$ cat src/rtl/asic_seq_pkg.sv
// Shared definitions for the instruction sequencer: opcodes, FSM states,
// instruction field positions and register-file geometry.
package asic_seq_pkg;

  localparam logic [3:0] OP_LDI  = 4'h3;
  localparam logic [3:0] OP_OUT  = 4'h5;
  localparam logic [3:0] OP_CLR  = 4'h6;
  localparam logic [3:0] OP_HALT = 4'hF;

  // instr = {op[15:12], r[11:8], imm[7:0]}
  localparam int OP_MSB  = 15;
  localparam int OP_LSB  = 12;
  localparam int R_MSB   = 11;
  localparam int R_LSB   = 8;
  localparam int IMM_MSB = 7;
  localparam int IMM_LSB = 0;

  localparam int IDX_W  = 4;
  localparam int DATA_W = 8;

  typedef enum logic [2:0] {
    ST_IDLE,
    ST_FETCH,
    ST_EXEC,
    ST_OUT,
    ST_HALT
  } state_e;

endpackage

$ cat src/rtl/asic_seq_ctrl_if.sv
// ROM read port and downstream command channel of the sequencer.
//   master: sequencer side (drives rom_ena/rom_addr and cmd_valid/chan/data)
//   slave : environment side (ROM + downstream consumer)
interface asic_seq_ctrl_if #(
  parameter int D_WIDTH    = 16,
  parameter int ADDR_WIDTH = 8
) ();
  logic                  rom_ena;
  logic [ADDR_WIDTH-1:0] rom_addr;
  logic [D_WIDTH-1:0]    rom_dout;
  logic                  cmd_valid;
  logic                  cmd_ready;
  logic [3:0]            cmd_chan;
  logic [7:0]            cmd_data;

  modport master (
    output rom_ena, rom_addr, cmd_valid, cmd_chan, cmd_data,
    input  rom_dout, cmd_ready
  );

  modport slave (
    input  rom_ena, rom_addr, cmd_valid, cmd_chan, cmd_data,
    output rom_dout, cmd_ready
  );
endinterface

$ cat src/rtl/asic_seq_regfile.sv
// NUM_REGS x 8 register file: one synchronous write port, one
// combinational read port, synchronous active-high clear.
// Indices at or above NUM_REGS write nothing and read 0x00.
module asic_seq_regfile
  import asic_seq_pkg::*;
#(
  parameter int NUM_REGS = 16
) (
  input  logic              clk,
  input  logic              rst,
  input  logic              we,
  input  logic [IDX_W-1:0]  wr_idx,
  input  logic [DATA_W-1:0] wr_data,
  input  logic [IDX_W-1:0]  rd_idx,
  output logic [DATA_W-1:0] rd_data
);
  logic [DATA_W-1:0] regs_q [NUM_REGS];
  logic [DATA_W-1:0] regs_d [NUM_REGS];

  always_comb begin
    regs_d  = regs_q;
    rd_data = '0;
    for (int i = 0; i < NUM_REGS; i++) begin
      if (we && wr_idx == IDX_W'(i)) regs_d[i] = wr_data;
      if (rd_idx == IDX_W'(i))       rd_data   = regs_q[i];
    end
  end

  always_ff @(posedge clk) begin
    if (rst) begin
      for (int i = 0; i < NUM_REGS; i++) regs_q[i] <= '0;
    end else begin
      regs_q <= regs_d;
    end
  end
endmodule

$ cat src/rtl/asic_seq_ctrl.sv
// Program sequencer: fetches 16-bit words from ROM address 0, executes
// LDI/OUT/CLR/HALT (others are NOPs) and emits register values on a
// valid/ready command channel.
//   clka/rsta : clock, synchronous active-high reset
//   start     : 1-cycle pulse, (re)starts at address 0 from IDLE or HALT
//   busy/done/err : status (done = HALT instr, err = ran off the ROM end)
//   bus       : ROM read port + command channel (master side)
module asic_seq_ctrl
  import asic_seq_pkg::*;
#(
  parameter int D_WIDTH    = 16,
  parameter int ADDR_WIDTH = 8,
  parameter int DEPTH      = 256,
  parameter int NUM_REGS   = 16
) (
  input  logic            clka,
  input  logic            rsta,
  input  logic            start,
  output logic            busy,
  output logic            done,
  output logic            err,
  asic_seq_ctrl_if.master bus
);
  state_e                state_q, state_d;
  logic [ADDR_WIDTH-1:0] pc_q, pc_d;
  logic                  done_q, done_d;
  logic                  err_q, err_d;
  logic [IDX_W-1:0]      chan_q, chan_d;
  logic [DATA_W-1:0]     data_q, data_d;

  logic [D_WIDTH-1:0]    instr;
  logic [3:0]            op;
  logic [IDX_W-1:0]      r;
  logic [DATA_W-1:0]     imm;
  logic                  rf_we;
  logic [DATA_W-1:0]     rf_wdata, rf_rdata;
  logic                  adv;
  logic                  last;

  assign instr = bus.rom_dout;
  assign op    = instr[OP_MSB:OP_LSB];
  assign r     = instr[R_MSB:R_LSB];
  assign imm   = instr[IMM_MSB:IMM_LSB];
  assign last  = (pc_q == ADDR_WIDTH'(DEPTH - 1));

  asic_seq_regfile #(.NUM_REGS(NUM_REGS)) u_regfile (
    .clk     (clka),
    .rst     (rsta),
    .we      (rf_we),
    .wr_idx  (r),
    .wr_data (rf_wdata),
    .rd_idx  (r),
    .rd_data (rf_rdata)
  );

  always_comb begin
    state_d  = state_q;
    pc_d     = pc_q;
    done_d   = done_q;
    err_d    = err_q;
    chan_d   = chan_q;
    data_d   = data_q;
    rf_we    = 1'b0;
    rf_wdata = '0;
    adv      = 1'b0;

    case (state_q)
      ST_IDLE, ST_HALT: begin
        if (start) begin
          state_d = ST_FETCH;
          pc_d    = '0;
          done_d  = 1'b0;
          err_d   = 1'b0;
        end
      end
      ST_FETCH: state_d = ST_EXEC;
      ST_EXEC: begin
        case (op)
          OP_LDI: begin
            rf_we    = 1'b1;
            rf_wdata = imm;
            adv      = 1'b1;
          end
          OP_CLR: begin
            rf_we = 1'b1;
            adv   = 1'b1;
          end
          OP_OUT: begin
            chan_d  = r;
            data_d  = rf_rdata;
            state_d = ST_OUT;
          end
          OP_HALT: begin
            state_d = ST_HALT;
            done_d  = 1'b1;
          end
          default: adv = 1'b1;
        endcase
      end
      ST_OUT: if (bus.cmd_ready) adv = 1'b1;
      default: state_d = ST_IDLE;
    endcase

    // Completing a non-HALT instruction at the last ROM word stops with an
    // error instead of wrapping; pc is left pointing at that word.
    if (adv) begin
      if (last) begin
        state_d = ST_HALT;
        err_d   = 1'b1;
      end else begin
        state_d = ST_FETCH;
        pc_d    = pc_q + 1'b1;
      end
    end
  end

  always_ff @(posedge clka) begin
    if (rsta) begin
      state_q <= ST_IDLE;
      pc_q    <= '0;
      done_q  <= 1'b0;
      err_q   <= 1'b0;
      chan_q  <= '0;
      data_q  <= '0;
    end else begin
      state_q <= state_d;
      pc_q    <= pc_d;
      done_q  <= done_d;
      err_q   <= err_d;
      chan_q  <= chan_d;
      data_q  <= data_d;
    end
  end

  assign busy          = (state_q != ST_IDLE) && (state_q != ST_HALT);
  assign done          = done_q;
  assign err           = err_q;
  assign bus.rom_ena   = (state_q == ST_FETCH);
  assign bus.rom_addr  = pc_q;
  assign bus.cmd_valid = (state_q == ST_OUT);
  assign bus.cmd_chan  = chan_q;
  assign bus.cmd_data  = data_q;
endmodule
$ cat src/flat_wrapper.sv
// flat-port wrapper written by rule: the top's interface ports become plain ports
module asic_seq_ctrl_flat import asic_seq_pkg::*;
#(
  parameter int D_WIDTH    = 16,
  parameter int ADDR_WIDTH = 8,
  parameter int DEPTH      = 256,
  parameter int NUM_REGS   = 16
)
  (clka, rsta, start, busy, done, err, bus_rom_ena, bus_rom_addr, bus_cmd_valid, bus_cmd_chan, bus_cmd_data, bus_rom_dout, bus_cmd_ready);
  asic_seq_ctrl_if #(.D_WIDTH(D_WIDTH), .ADDR_WIDTH(ADDR_WIDTH)) bus_i ();
  input  logic clka;
  input  logic rsta;
  input  logic start;
  output logic busy;
  output logic done;
  output logic err;
  output wire logic [$bits(bus_i.rom_ena)-1:0] bus_rom_ena;
  output wire logic [$bits(bus_i.rom_addr)-1:0] bus_rom_addr;
  output wire logic [$bits(bus_i.cmd_valid)-1:0] bus_cmd_valid;
  output wire logic [$bits(bus_i.cmd_chan)-1:0] bus_cmd_chan;
  output wire logic [$bits(bus_i.cmd_data)-1:0] bus_cmd_data;
  input wire logic [$bits(bus_i.rom_dout)-1:0] bus_rom_dout;
  input wire logic [$bits(bus_i.cmd_ready)-1:0] bus_cmd_ready;
  assign bus_rom_ena = bus_i.rom_ena;
  assign bus_rom_addr = bus_i.rom_addr;
  assign bus_cmd_valid = bus_i.cmd_valid;
  assign bus_cmd_chan = bus_i.cmd_chan;
  assign bus_cmd_data = bus_i.cmd_data;
  assign bus_i.rom_dout = bus_rom_dout;
  assign bus_i.cmd_ready = bus_cmd_ready;
  asic_seq_ctrl #(.D_WIDTH(D_WIDTH), .ADDR_WIDTH(ADDR_WIDTH), .DEPTH(DEPTH), .NUM_REGS(NUM_REGS)) u_core (.clka(clka), .rsta(rsta), .start(start), .busy(busy), .done(done), .err(err), .bus(bus_i));
endmodule
$ cat config.mk
export PLATFORM = sky130hd
export DESIGN_NAME = asic_seq_ctrl_flat
export DESIGN_NICKNAME = d
export VERILOG_FILES = /design/src/rtl/asic_seq_pkg.sv /design/src/rtl/asic_seq_ctrl_if.sv /design/src/rtl/asic_seq_regfile.sv /design/src/rtl/asic_seq_ctrl.sv /design/src/flat_wrapper.sv
export SDC_FILE = /design/constraint.sdc
export NUM_CORES = 1
export LEC_CHECK = 0
export CORE_MARGIN = 5
export CORE_UTILIZATION = 38
export CTS_BUF_LIST = sky130_fd_sc_hd__clkbuf_4
export DETAILED_ROUTE_END_ITERATION = 10
export MAX_ROUTING_LAYER = met4
export PLACE_DENSITY = 0.65
export SETUP_SLACK_MARGIN = 0.15
export SKIP_CTS_REPAIR_TIMING = 1
export SLEW_MARGIN = 20
export SYNTH_ARGS = -nofsm -noshare
export SYNTH_HDL_FRONTEND = slang
export SYNTH_HIERARCHICAL = 1
export SYNTH_SLANG_ARGS = --single-unit
$ cat constraint.sdc
create_clock -name clka -period 2.41 [get_ports clka]
set_input_delay 0.723 -clock clka [delete_from_list [all_inputs] [get_ports clka]]
set_output_delay 0.723 -clock clka [all_outputs]
set_load 0.005 [all_outputs]
; Word level (Yosys, flattened, before mapping)
; Cells that the tools add are included.
[totals]
register_bits = 153
input_bits = 20
out_inout_bits = 25
elab_cells = 119
[classes]
add_sub_neg = 1
n_eq_ne = 30
n_mux = 39
reduce_logical = 27
[ops]
columns = op, count
row1 = 8-bit 2-to-1 mux, 22
row2 = "4-bit equality test, second input constant", 9
row3 = "4-bit by 3-bit equality test with 1-bit output, second input constant", 6
row4 = 1-bit logical AND, 17
row5 = "4-bit by 2-bit equality test with 1-bit output, second input constant", 3
row6 = 3-bit one-hot mux with 4 select lines, 1
row7 = 1-bit 2-to-1 mux, 10
row8 = 3-bit 2-to-1 mux, 3
row9 = "8-bit by 1-bit adder with 8-bit output, second input constant", 1
row10 = "8-bit equality test, second input constant", 1
row11 = "3-bit by 2-bit equality test with 1-bit output, second input constant", 2
row12 = 3-bit one-hot mux with 2 select lines, 1
row13 = 3-bit AND reduction, 2
row14 = 2-bit OR reduction, 3
row15 = "4-bit by 1-bit equality test with 1-bit output, second input constant", 1
row16 = 4-bit logical NOT, 1
row17 = "2-bit by 1-bit != test with 1-bit output, second input constant", 2
row18 = "4-bit by 1-bit != test with 1-bit output, second input constant", 1
row19 = 1-bit one-hot mux with 2 select lines, 2
row20 = "3-bit by 1-bit equality test with 1-bit output, second input constant", 1
row21 = "3-bit equality test, second input constant", 1
row22 = 3-bit logical NOT, 1
row23 = "3-bit by 2-bit != test with 1-bit output, second input constant", 1
row24 = "3-bit != test, second input constant", 1
row25 = 4 further kinds, 4

; Longest topological paths before layout
; Gate-level depths: netlist (run 1).
[depth]
ltp_word = 17
depth_mapped = 10

; Cells and area by module
; The synthesis (run 1) kept the hierarchy.
[modules_own_cells]
columns = mod, n_inst, cells_per_inst, area_per_inst_um2
row1 = asic_seq_regfile, 1, 660, 6120.9
row2 = asic_seq_ctrl, 1, 143, 1277.5

; Worst setup path before layout (run 1)
; No wires, ideal clock.
[synth_path]
path_kind = in2reg
from = input bus_rom_dout[8]
to = register u_core.data_q[5] (netlist: u_core/bus.cmd_data[5])
arrival_ns = 2.019
path_slack_ns = 0.263
path_stages = 8
n_path_buf = 1
path_cell_list = buf_6 mux4_2 nand2_1 a21oi_1 o41ai_1 a21oi_1 mux2i_1 nor2_1
[synth_between]
elab_chain_cells = 17
[synth_lines]
columns = element, line_no
row1 = from (decl), flat_wrapper.sv:22  ; input wire logic [$bits(bus_i.rom_dout)-1:0] bus_rom_dout;
row2 = 4-bit logical NOT, asic_seq_regfile.sv:25  ; if (rd_idx == IDX_W'(i)) rd_data = regs_q[i];
row3 = 8-bit 2-to-1 mux (15 in a row), asic_seq_regfile.sv:25
row4 = 8-bit 2-to-1 mux (*), asic_seq_regfile.sv:25
row5 = named net u_core.rf_rdata[5], asic_seq_ctrl.sv:36  ; logic [DATA_W-1:0] rf_wdata, rf_rdata;
row6 = to (signal assigned), asic_seq_ctrl.sv:131  ; data_q <= data_d;
row7 = to (decl), asic_seq_ctrl.sv:29  ; logic [DATA_W-1:0] data_q, data_d;
; The timed path passes the listed nets; every way through them passes the cells marked *.
; A chain may end at the register's enable or synchronous reset.

; Worst setup path after layout (run 1)
[layout_path]
from = input bus_rom_dout[11]
to = register u_core.data_q[4] (netlist: u_core/bus.cmd_data[4])
; Same word-level chain as after synthesis.

==> metrics.csv, run 1 <==
metric,value,unit
outcome,"finished, final reports clean",
root buffer selected by CTS,clkbuf_4,
initial drt markers,634,
Synth Area in XOR/XNOR,0.237,%
skew final,0.0166,ns
combinational family with the most area after synthesis,multiplexers,
worst reg2reg setup slack,0.32,ns
P per Cell Area,496,nW/um^2
clock slew at reported path FFs,0.13,ns
final hold vios,0,
Finished Layout Cells,1191,
CP Max Fanout,16,
vias in the first global route,6026,
Synth Area per Inst,9.21,um^2
Synth Area in Compound Gates,12.1,%
# H-tree levels,4,
dpl cell area,8900,um^2
clk buf depth,2,
post-synthesis cell count,803,
launching element type of the critical path,input port,
Max Cap Violations,0,
share of cells above drive strength 1,21.1,%
n_diodes,0,
ys flop type,dfxtp_1,
Fillers,1821,
Max Fclk,447,MHz
Synth Register Bits,153,
Yosys Warn Count,6,
CTS tree,done,
Post-Route Setup TNS,0,ns
most common cell in the netlist,nor2_1,
Simple-Gate Fraction of Synth Area,18.4,%
cts bufs inserted,17,
final wirelength,21300,um
Finished Cell Area,9340,um^2
FF-to-FF path depth,11,
Worst-Skew Late Latency,0.57,ns
worst hold path class,register to register,
Synth-to-Final Area Change,26.3,%
Synth top area share,41.4,%
worst path required time,2.86,ns
R2R Path Start,u_core/state_q[2],
vias after detailed routing,6324,
area of the multi-input gates,4020,um^2
die area,22400,um^2
CORE AREA,19300,um^2
Final Hold Slack,0.473,ns
"Async S/R FF share, synth",0,%
1st-pass router iterations,5,
period utilisation layout,92.8,%
Initial Util,38.3,%
Synth area leader,dfxtp_1,
worst endpoint data arrival time,2.68,ns
kind of critical path,input port to register,
port buffer count,44,
final setup fails,0,
synthesized area,7400,um^2
Nets,934,
Leak,3.79,nW
GRT overflow,0,
Yosys cell types,71,
"top cells by area, synth","dfxtp_1, mux2i_1, nor2_1",
mux cell area share after synthesis,23.1,%
CTS sink cnt,153,
GP Congestion,0.918,
"EDFF count, synth",0,
RR Endpoint,u_core/u_regfile/regs_q[14],
Die Ht,150,um
initial antenna violation count,0,
Final Max Tran Viols,0,
Worst-Margin Slew,0.759,ns
Die W,150,um
Via density,5.31,
Routed Antenna Nets,0,
remaining routing DRC violations,0,
Commonest cells post-synth,"nor2_1, mux2i_1, dfxtp_1",
syn_nets,824,
hold depth,1,
post-synthesis sequential area ratio,41.4,%
peak supply drop,306,uV
largest net degree at the start of global routing,54,
RSZ-0062 raised after global routing,false,
I/O pin count,45,
Register Area,3110,um^2
Post-Synth Adder-Cell Area,0.169,%
WL/cell,17.9,um
crit end category,register,
first-pass GRT wire length,33500,um
min cycle time layout,2.24,ns
Placed Instances,1153,
hold path start,u_core/state_q[2],
site row count,51,
gr usage total,19.8,%
Rel. slew slack,49.3,%
hpwl dp,15000,um
WHS Endpoint,u_core/state_q[1],
## placed cells by master (no fill, tap or decap), drive strengths merged, types with 7 or more instances in the layout
cell type,synthesis,routed
buf,29,112
dlymetal6s2s,0,7
dfxtp,153,153
clkdlybuf4s50,0,33
mux2i,154,154
nor2,169,169
o21ai,30,30
nand2,25,25
clkinv,0,7
a22oi,11,11
nor3,7,7
nand2b,20,20
nand4,7,7
clkbuf,32,18
and2,14,14
a21oi,31,31
nand3,10,10
inv,6,8
## kinds of logic (layout without fill, tap and decap cells)
| logic type | count (synthesis) | count (layout) |
|---|---|---|
| AOI/OAI and AO/OA | 132 | 132 |
| xor gates and xnor gates | 2 | 2 |
| adders and majority gates | 1 | 1 |
| buffers and inverters | 67 | 190 |
| DFF | 153 | 153 |
| muxes | 162 | 162 |
| and+or+nand+nor | 286 | 286 |
## registers in the layout, summed over array words and instances, names as in the netlist
name                     count
u_core/state_q               3
u_core/u_regfile/regs_q    128
u_core/bus.rom_addr          8
u_core/bus.cmd_chan          4
u_core/err                   1
u_core/bus.cmd_data          8
u_core/done                  1
## metal layers
metal	GRT usage [%]	share of wire, %
met5	-	0
met4	4.39	1.3
met3	4.15	4.8
met2	29.8	46
met1	27.4	48
## worst max-delay path by stage
stage                           start                      to  slack, ns
2_1_floorplan         bus_rom_dout[8]  u_core/bus.cmd_data[5]       0.26
3_3_place_gp         bus_rom_dout[10]  u_core/bus.cmd_data[3]      -0.36
3_5_place_dp         bus_rom_dout[10]  u_core/bus.cmd_data[7]      -0.41
4_1_cts             u_core/state_q[1]           bus_cmd_valid      -0.22
5_1_grt        u_core/bus.rom_addr[6]         bus_rom_addr[6]       0.15
6_report             bus_rom_dout[11]  u_core/bus.cmd_data[4]       0.17
## final cells by class
| cell class | count | area share, % |
|---|---|---|
| well taps | 265 | 3.55 |
| inverters | 6 | 0.241 |
| clock buffers | 18 | 1.45 |
| flip-flops and latches | 153 | 33.3 |
| multi-input cells | 583 | 43.1 |
| repair buffers | 152 | 16.8 |
| clock inverters | 14 | 1.59 |
## report_power, final
part	leakage, nW	internal [mW]	total, mW	switching (mW)
Combinational	2.40	0.217	0.488	0.272
Clock	0.146	0.630	1.60	0.972
Sequential	1.24	2.53	2.54	0.00929
Total	3.79	3.38	4.63	1.25
## stage by stage
step / worst slack (ns) / utilization, % / power [mW]
CTS: -0.220 / 47.5 / 4.66
finish: 0.175 / 48.3 / 4.63
floorplan: 0.263 / - / 2.87
global route: 0.152 / 48.3 / 4.81
global placement: -0.364 / 46.0 / 3.07
detailed placement: -0.414 / 46.0 / 3.07
## critical path, stage by stage
cell	delay [ns]
clkdlybuf4s50_1	0.50
buf_6	0.19
nor3b_4	0.35
buf_4	0.18
a22oi_2	0.08
a22oi_1	0.19
o21ai_1	0.12
o2bb2ai_1	0.14
mux2i_1	0.14
nor2_1	0.06
Note: power is estimated with default switching activity, not from simulation.
==> inputs of run 2 (changes only) <==
Settings changed: PLACE_DENSITY 0.65 to not set, PLACE_DENSITY_LB_ADDON set to 0.1, SYNTH_HIERARCHICAL 1 to not set.
==> run 2 against run 1 <==
Net effect: final area grew 0.67%; worst hold slack worse by 0.015 ns; clock-buffer cell count is 1 lower; global-route usage increased by 2.7 points; utilization up 1.6 points; largest cell class unchanged; largest power group unchanged; highest routed layer unchanged.
==> metrics.csv, run 2 <==
metric,value,unit,change
outcome,"finished, final reports clean",,
Die W,149,um,-0.45%
GP Congestion,0.924,,+0.69%
clk buf depth,2,,unchanged
CORE AREA,18800,um^2,-2.6%
1st-pass router iterations,6,,+1
CP max-delay cell,dfxtp_4,,
die area,22200,um^2,-0.89%
Yosys cell types,71,,unchanged
first-pass GRT wire length,37700,um,+13%
clock slew at reported path FFs,0.14,ns,about the same
gr usage total,22.5,%,+2.7 points
vias in the first global route,6556,,+8.8%
largest net degree at the start of global routing,45,,-17%
initial antenna violation count,1,,+1
Synth Register Bits,153,,unchanged
WHS Endpoint,u_core.u_regfile.regs_q[106],,
Synth-to-Final Area Change,28.3,%,
# H-tree levels,4,,unchanged
remaining routing DRC violations,0,,unchanged
vias after detailed routing,7061,,+12%
RSZ-0062 raised after global routing,true,,
crit end category,primary output,,
Leak,3.74,nW,-1.1%
final wirelength,24300,um,+14%
CP max stage delay,0.40,ns,-0.10 ns
Max Fclk,448,MHz,about the same
Worst-Margin Slew,0.498,ns,-0.261 ns
CP Max Fanout,7,,-9
RR Endpoint,u_core.bus.cmd_data[7],,
clock power share,36.0,%,+1.4 points
"Critical Path, Cell by Cell","buf_4, nor2b_4, and2_1, dlymetal6s2s_1",,
Post-Route Setup TNS,0,ns,unchanged
final setup fails,0,,unchanged
peak supply drop,430,uV,+41%
hold path start,u_core.u_regfile.regs_q[106],,
Routed Antenna Nets,0,,unchanged
Top reg by flops,u_core.u_regfile.regs_q,,
worst reg2reg setup slack,0.25,ns,-0.07 ns
"most common cell after layout, fill and taps aside",nand2_1,,
Synth area leader,dfxtp_1,,
post-synthesis cell count,917,,+14%
site row count,50,,-2.0%
skew final,0.0150,ns,-0.00163 ns
Largest register FFs,128,,unchanged
period utilisation layout,92.7,%,about the same
FF-to-FF path depth,6,,-5
min cycle time layout,2.23,ns,-0.00185 ns
Rel. slew slack,66.8,%,+18 points
kind of critical path,register to primary output,,
"EDFF count, synth",0,,unchanged
Final Max Tran Viols,0,,unchanged
CTS sink cnt,153,,unchanged
Nets,1069,,+14%
Finished Cell Area,9400,um^2,+0.67%
Synth Area per Inst,7.99,um^2,-13%
final hold vios,0,,unchanged
root buffer selected by CTS,clkbuf_4,,
GRT overflow,0,,unchanged
launching element type of the critical path,register,,
area of the multi-input gates,4000,um^2,-0.68%
share of cells above drive strength 1,21.7,%,+0.62 points
syn_nets,938,,+14%
worst path required time,1.69,ns,-1.17 ns
Initial Util,38.9,%,+0.65 points
Die Ht,149,um,-0.45%
worst hold path class,register to register,,
post-synthesis sequential area ratio,41.8,%,+0.40 points
ys flop type,dfxtp_1,,
most common cell in the netlist,nand2_1,,
Register Area,3110,um^2,about the same
R2R Path Start,u_core.state_q[0],,
Fillers,1887,,+3.6%
"Async S/R FF share, synth",0,%,unchanged
NetSw,1.33,mW,+6.5%
I/O pin count,45,,unchanged
Worst-Skew Late Latency,0.58,ns,about the same
Via density,5.34,,+0.59%
port buffer count,44,,unchanged
cell-internal power,3.50,mW,+3.8%
"top cells by area, synth","dfxtp_1, nand2_1, a21oi_1",,
Gate power share,11.4,%,+0.9 points
sw frac,27.6,%,+0.51 points
initial drt markers,581,,-8.4%
hold depth,2,,+1
Yosys Warn Count,0,,-6
Commonest cells post-synth,"nand2_1, dfxtp_1, a21oi_1",,
CTS tree,done,,
cts bufs inserted,17,,unchanged
worst endpoint data arrival time,1.51,ns,-1.17 ns
dpl cell area,8890,um^2,-0.13%
synthesized area,7330,um^2,-0.96%
hpwl dp,17100,um,+14%
Max Cap Violations,0,,unchanged
P per Cell Area,514,nW/um^2,+3.8%
Seq pwr share,52.6,%,-2.2 points
Synth top area share,41.8,%,+0.40 points
most frequent cells in the layout,"nand2_1, dfxtp_1, buf_4",,
WL/cell,18.4,um,+3.0%
-- run 2: cell count changes after synthesis, sizes merged, moves of 5 or more --
cell and change:
and3 +14, nor2 -106, clkbuf +17, o21ai -10, mux2i -98, o2bb2ai -5
nand3 +17, nand2b -8, a21oi +95, nor3 +7, buf -7, nand2 +189
mux2 +10, a22oi -10
-- run 2: stage by stage --
stage	worst slack [ns]	total power [mW]	hold slack (ns)	util (%)	instances
2_1_floorplan	0.156	2.87	0.427	-	917
3_3_place_gp	-0.412	3.13	0.436	47.2	1275
3_5_place_dp	-0.417	3.13	0.442	47.2	1275
4_1_cts	-0.310	4.86	0.461	48.8	1307
5_1_grt	0.0942	5.04	0.478	49.9	1322
6_report	0.176	4.84	0.458	49.9	1322
-- run 2: layer usage --
layer | global-route usage (%) | vias up | part of all wire, %
met5 | - | - | 0
met4 | 7.05 | 0 | 2.1
met3 | 3.89 | 34 | 4.7
met2 | 33.1 | 193 | 44
met1 | 31.5 | 3365 | 49
li1 | - | 3469 | -
-- run 2: final cells by class --
| class | instances | area share, % |
|---|---|---|
| clock buffer | 17 | 1.36 |
| clock inverter | 15 | 1.85 |
| tap | 260 | 3.46 |
| multi-input combinational | 688 | 42.5 |
| antenna | 1 | 0.0266 |
| sequential | 153 | 33.0 |
| timing repair buffer | 183 | 17.6 |
| inverter | 5 | 0.200 |
-- run 2: how the worst max path moves through the flow --
stage	from	to	depth (start not counted)
2_1_floorplan	bus_rom_dout[8]	u_core.bus.cmd_data[3]	8
3_3_place_gp	bus_rom_dout[10]	u_core.bus.cmd_data[5]	6
3_5_place_dp	bus_rom_dout[10]	u_core.bus.cmd_data[5]	6
4_1_cts	u_core.state_q[1]	bus_cmd_valid	3
5_1_grt	u_core.state_q[1]	bus_cmd_valid	4
6_report	u_core.state_q[1]	bus_cmd_valid	4
-- run 2: cells by family after synthesis --
kind of cell	count (synthesis)	synth area share (%)
simple gates	400	25.2
xor+xnor	2	0.239
compound gates	212	17.3
buf+inv	76	4.24
fa+ha+maj	1	0.171
mux	73	11.0
flops	153	41.8
-- run 2: worst max-delay path: cells and delay by family (launching register included) --
family,cells,cell delay (ns)
buf+inv,2,0.28
flops,1,0.40
simple gates,2,0.25
-- run 2: power by group through the flow --
stage	logic (mW)	registers (mW)	clock network [mW]
2_1_floorplan	0.268	2.60	0
3_3_place_gp	0.530	2.61	0
3_5_place_dp	0.526	2.60	0
4_1_cts	0.528	2.55	1.78
5_1_grt	0.593	2.55	1.90
6_report	0.553	2.54	1.74
